--- config.mk ---
export PLATFORM = sky130hd
export DESIGN_NAME = elevator_door_ctrl
export DESIGN_NICKNAME = d
export VERILOG_FILES = /design/src/rtl/elevator_door_ctrl.sv
export SDC_FILE = /design/constraint.sdc
export NUM_CORES = 1
export LEC_CHECK = 0
export CAP_MARGIN = 20
export CELL_PAD_IN_SITES_DETAIL_PLACEMENT = 1
export CELL_PAD_IN_SITES_GLOBAL_PLACEMENT = 2
export CORE_MARGIN = 10
export CORE_UTILIZATION = 30
export DETAILED_ROUTE_END_ITERATION = 12
export HOLD_SLACK_MARGIN = 0.02
export PLACE_DENSITY_LB_ADDON = 0.1
export SLEW_MARGIN = 5
export SYNTH_ARGS = -nofsm -noshare
export SYNTH_HDL_FRONTEND = slang
export SYNTH_SLANG_ARGS = --single-unit
--- constraint.sdc ---
create_clock -name clk_50M -period 6.2 [get_ports clk_50M]
set_input_delay 0.93 -clock clk_50M [delete_from_list [all_inputs] [get_ports clk_50M]]
set_output_delay 0.93 -clock clk_50M [all_outputs]
set_load 0.005 [all_outputs]
--- src/rtl/elevator_door_ctrl.sv ---
// Elevator door sequencer: open/hold/close strokes with stroke timeout and latched fault.
// Optional DOOR_REOPEN_EN: obstruction or open button while closing reverses the door.
//
// state   | meaning
// CLOSED  | door locked closed, car may move
// OPENING | motor driving open, stroke timer running
// HOLD    | door open, hold timer enabled
// RESTART | one idle cycle so the hold timer reloads
// CLOSING | motor driving closed, stroke timer running
// FAULT   | motors off, waiting for maintenance acknowledge
module elevator_door_ctrl #(
  parameter logic [27:0] MOVE_TIMEOUT = 28'd150000000
) (
  input  logic       clk_50M,
  input  logic       rst_n,
  input  logic       car_stopped,
  input  logic       arrive,
  input  logic       open_btn,
  input  logic       close_btn,
  input  logic       obstruct,
  input  logic       open_limit,
  input  logic       closed_limit,
  input  logic       hold_done,
  input  logic       fault_clr,
  output logic       hold_en,
  output logic       motor_open,
  output logic       motor_close,
  output logic       door_closed,
  output logic       fault,
  output logic [2:0] state
);

  typedef enum logic [2:0] {
    S_CLOSED  = 3'd0,
    S_OPENING = 3'd1,
    S_HOLD    = 3'd2,
    S_RESTART = 3'd3,
    S_CLOSING = 3'd4,
    S_FAULT   = 3'd5
  } state_t;

  state_t      state_q, state_d;
  logic [27:0] move_cnt_q, move_cnt_d;
  logic [27:0] cnt_inc;
  logic        timeout_hit;
  logic        closing_paused;
  logic        hold_en_q, motor_open_q, motor_close_q, door_closed_q, fault_q;

  // The stroke times out on the edge that would complete the MOVE_TIMEOUT-th cycle.
  assign cnt_inc     = (move_cnt_q >= MOVE_TIMEOUT) ? MOVE_TIMEOUT : move_cnt_q + 28'd1;
  assign timeout_hit = (move_cnt_q + 28'd1) >= MOVE_TIMEOUT;

  always_comb begin
    state_d        = state_q;
    move_cnt_d     = '0;
    closing_paused = 1'b0;
    case (state_q)
      S_CLOSED: begin
        if (car_stopped && (arrive || open_btn)) state_d = S_OPENING;
      end
      S_OPENING: begin
        if (open_limit)       state_d = S_HOLD;
        else if (timeout_hit) state_d = S_FAULT;
        else                  move_cnt_d = cnt_inc;
      end
      S_HOLD: begin
        if (obstruct || open_btn)        state_d = S_RESTART;
        else if (close_btn || hold_done) state_d = S_CLOSING;
      end
      S_RESTART: state_d = S_HOLD;
      S_CLOSING: begin
`ifdef DOOR_REOPEN_EN
        if (obstruct || open_btn) state_d = S_OPENING;
        else if (closed_limit)    state_d = S_CLOSED;
        else if (timeout_hit)     state_d = S_FAULT;
        else                      move_cnt_d = cnt_inc;
`else
        // Obstruction pauses the stroke: motor off, timer frozen.
        if (closed_limit) state_d = S_CLOSED;
        else if (obstruct) begin
          closing_paused = 1'b1;
          move_cnt_d     = move_cnt_q;
        end
        else if (timeout_hit) state_d = S_FAULT;
        else                  move_cnt_d = cnt_inc;
`endif
      end
      S_FAULT: begin
        if (fault_clr) state_d = closed_limit ? S_CLOSED : S_OPENING;
      end
      default: state_d = S_FAULT;
    endcase

    if (state_q != S_FAULT && state_q != S_CLOSED && !car_stopped) begin
      state_d        = S_FAULT;
      move_cnt_d     = '0;
      closing_paused = 1'b0;
    end
    if (state_q != S_FAULT && open_limit && closed_limit) begin
      state_d        = S_FAULT;
      move_cnt_d     = '0;
      closing_paused = 1'b0;
    end
  end

  always_ff @(posedge clk_50M or negedge rst_n) begin
    if (!rst_n) begin
      state_q       <= S_CLOSED;
      move_cnt_q    <= '0;
      hold_en_q     <= 1'b0;
      motor_open_q  <= 1'b0;
      motor_close_q <= 1'b0;
      door_closed_q <= 1'b1;
      fault_q       <= 1'b0;
    end else begin
      state_q       <= state_d;
      move_cnt_q    <= move_cnt_d;
      hold_en_q     <= (state_d == S_HOLD);
      motor_open_q  <= (state_d == S_OPENING);
      motor_close_q <= (state_d == S_CLOSING) && !closing_paused;
      door_closed_q <= (state_d == S_CLOSED);
      fault_q       <= (state_d == S_FAULT);
    end
  end

  assign hold_en     = hold_en_q;
  assign motor_open  = motor_open_q;
  assign motor_close = motor_close_q;
  assign door_closed = door_closed_q;
  assign fault       = fault_q;
  assign state       = state_q;

endmodule

==> impl_metrics.tcl <==
set metrics [dict create \
    grt_use_total_pct 13.0 \
    tns_ns 0 \
    fin_ws_ns 2.40 \
    tritoncts "yes" \
    syn_to_final_growth_pct 12.4 \
    slew_headroom_pct 40.6 \
    gp_congestion 0.817 \
    routedWlPerCell_um 19.7 \
    nets 338 \
    antenna_found_initial 0 \
    grt_setup_unrepaired "false" \
    drt-total-wl_um 8470 \
    period_needed_ns 3.80 \
    synthesis.nets 334 \
    yosys_warnings 0 \
    finalCritPeriodShare_pct 61.3 \
    cp_max_fo 20 \
    maxSlewViolCount 0 \
    power_frac_clock_pct 28.0 \
    dpl.hpwl_um 6000 \
    criticalPathCategory "register to register" \
    cts_resized 0 \
    ios 19 \
    p_switching_uw 268 \
    synthTopCellsByArea "dfrtp_1 (34%), nand2_1 (5.2%), a31oi_1 (4.1%)" \
    synth_area_sq_um 2610 \
    ant_nets 0 \
    ys_ff_latch 36 \
    die_area_sq_um 12800 \
    core_sq_um 8340 \
    tightestPinTransition_ns 0.891 \
    clock_sink_count 36 \
    power_density_nw_per_um2 261 \
    drt-pass1-iter-count 4 \
    power_frac_comb_pct 33.5 \
    chipWidth_um 113 \
    start_util_pct 31.3 \
    peakVddDrop_uv 150 \
    io_buffers 18 \
    p_leak_nw 1.06 \
    max_cap_viol_count 0 \
    yosysSeqAreaShare_pct 34.6 \
    finalHoldViolCount 0 \
    min_path_type "register to register" \
    crit_arrival_ns 4.02 \
    cts-root-buf "clkbuf_8" \
    pwr-share-seq_pct 38.5 \
    drt-initial-drc-count 112 \
    cp-end-kind "register" \
    grt_pass1_vias 2571 \
    layout_common_cells "nand2_1 (36), dfrtp_1 (35), nor2_1 (22)" \
    grt_pass1_wl_um 13800 \
    row_count 33 \
    cts-htree-levels 2 \
    synth_cell_types 60 \
    path_clk_slew_ns 0.08 \
    remaining_drc_errors 0 \
    postLayoutCellArea_sq_um 2930 \
    worstSetupStartpointType "register" \
    crit_required_ns 6.41 \
    maxClockFrequency_ghz 0.263 \
    ys_async_sr_fraction_pct 100 \
    synth_top_area_share_pct 33.6 \
    die_h_um 113 \
    finalClockSkew_ns 0.00666 \
    syn-mean-instance-area_sq_um 8.13 \
    layout_commonest_cell "nand2_1" \
    drive_gt1_share_pct 9.51 \
    postPlaceCellArea_sq_um 2820 \
    num_vias 2473 \
    antenna_cells 0 \
    outcome "completed" \
    swShare_pct 34.9 \
    post-cts-setup-buffers 0 \
    synth_cells 321 \
    clock_latency_ns 0.30 \
    cts.path.max_buffers 2 \
    p_int_uw 499 \
    postCtsHoldBufs 0 \
    synth_largest_area_cell "dfrtp_1" \
    tritoncts.num_buffers 5 \
    synth_edf_count 0 \
    setup_viol 0 \
    place_ws_ns 2.31 \
    overflow 0 \
    vias_per_cell 5.74 \
    grt_max_degree 37 \
    synthFlopType "dfrtp_1" \
]
==> area by class of cell <==
type                       instances  area, sq um
sequential                        36          902
tap                              105          131
timing repair buffer              21          198
clock inverter                     3         42.5
inverter                           7         26.3
multi-input combinational        254         1560
fill                            1000         5410
clock buffer                       5         68.8
==> Yosys cell counts, types with 2 or more instances <==
| cell type | instances |
|---|---|
| a22o_1 | 8 |
| ha_1 | 2 |
| nand3_1 | 20 |
| xnor2_1 | 4 |
| a21boi_0 | 2 |
| nor2b_1 | 2 |
| or4_1 | 2 |
| inv_1 | 7 |
| nor2_1 | 22 |
| clkbuf_1 | 12 |
| a41oi_1 | 3 |
| nand2_1 | 36 |
| a31o_2 | 8 |
| buf_2 | 5 |
| o21ai_0 | 18 |
| o21ai_1 | 5 |
| nor4b_1 | 2 |
| buf_4 | 3 |
| nand2b_1 | 2 |
| nand4_1 | 13 |
| and2_1 | 7 |
| buf_6 | 2 |
| nor3_1 | 11 |
| nor4_1 | 5 |
| a31oi_1 | 17 |
| o22ai_1 | 2 |
| nor4_2 | 2 |
| o211ai_1 | 3 |
| a21oi_1 | 11 |
| and4_1 | 6 |
| buf_1 | 2 |
| dfrtp_1 | 35 |
| and3_1 | 5 |
| or3_1 | 4 |
| mux2i_1 | 4 |
| nand3b_1 | 5 |
==> critical path, stage by stage (launching register included) <==
cell	delay, ns
dfrtp_1	0.57
nand2_1	0.17
or3_1	0.56
or3_1	0.49
and4_1	0.22
o2111ai_1	0.23
a211o_1	0.63
buf_4	0.36
nand2_1	0.24
o22ai_1	0.25
==> cell families after synthesis <==
| kind of cell | count (synthesis) | share of synthesized area (%) |
|---|---|---|
| AO/OA/AOI/OAI | 92 | 24.1 |
| XOR/XNOR | 5 | 1.68 |
| adder cells (fa/ha/maj) | 2 | 0.959 |
| buffers and inverters | 31 | 5.70 |
| flip-flops | 36 | 34.6 |
| multiplexers | 4 | 1.53 |
| AND/OR/NAND/NOR | 151 | 31.5 |
==> path summary, 6_finish.rpt <==
kind	from	endpoint	slack [ns]	cells after the start
min in group asynchronous	rst_n	move_cnt_q[14]	0.75	1
min	move_cnt_q[26]	move_cnt_q[26]	0.56	1
max	move_cnt_q[8]	move_cnt_q[10]	2.40	9
max in group asynchronous	rst_n	move_cnt_q[5]	4.89	1
min reg2reg	move_cnt_q[26]	move_cnt_q[26]	0.56	1
max reg2reg	move_cnt_q[8]	move_cnt_q[10]	2.40	9
==> registers in the layout, summed over array words and instances, names as in the netlist <==
name and flops:
state 3, door_closed 1, hold_en 1, move_cnt_q 28
motor_open 1, fault 1, motor_close 1
==> per-stage QoR <==
| step | total power [mW] | util, % | hold WS [ns] | cells |
|---|---|---|---|---|
| after detailed placement | 0.562 | 33.8 | 0.544 | 423 |
| final | 0.767 | 35.2 | 0.557 | 431 |
| after global routing | 0.824 | 35.2 | 0.591 | 431 |
| after CTS | 0.782 | 35.2 | 0.560 | 431 |
| after floorplan | 0.463 | - | 0.493 | 321 |
| after global placement | 0.559 | 33.8 | 0.548 | 423 |
==> per-layer routing <==
layer  GRT usage, %  routed length, um
met5              0                  0
met4           2.88                 98
met3           2.80                293
met2           21.0               3870
met1           17.3               4200
==> power by group through the flow <==
stage          sequential [mW]  clock (mW)  combinational [mW]
6_report                 0.295       0.215               0.257
5_1_grt                  0.302       0.231               0.292
4_1_cts                  0.296       0.223               0.262
3_5_place_dp             0.301           0               0.260
3_3_place_gp             0.301           0               0.258
2_1_floorplan            0.284           0               0.179
(Power assumes the default switching activity.)
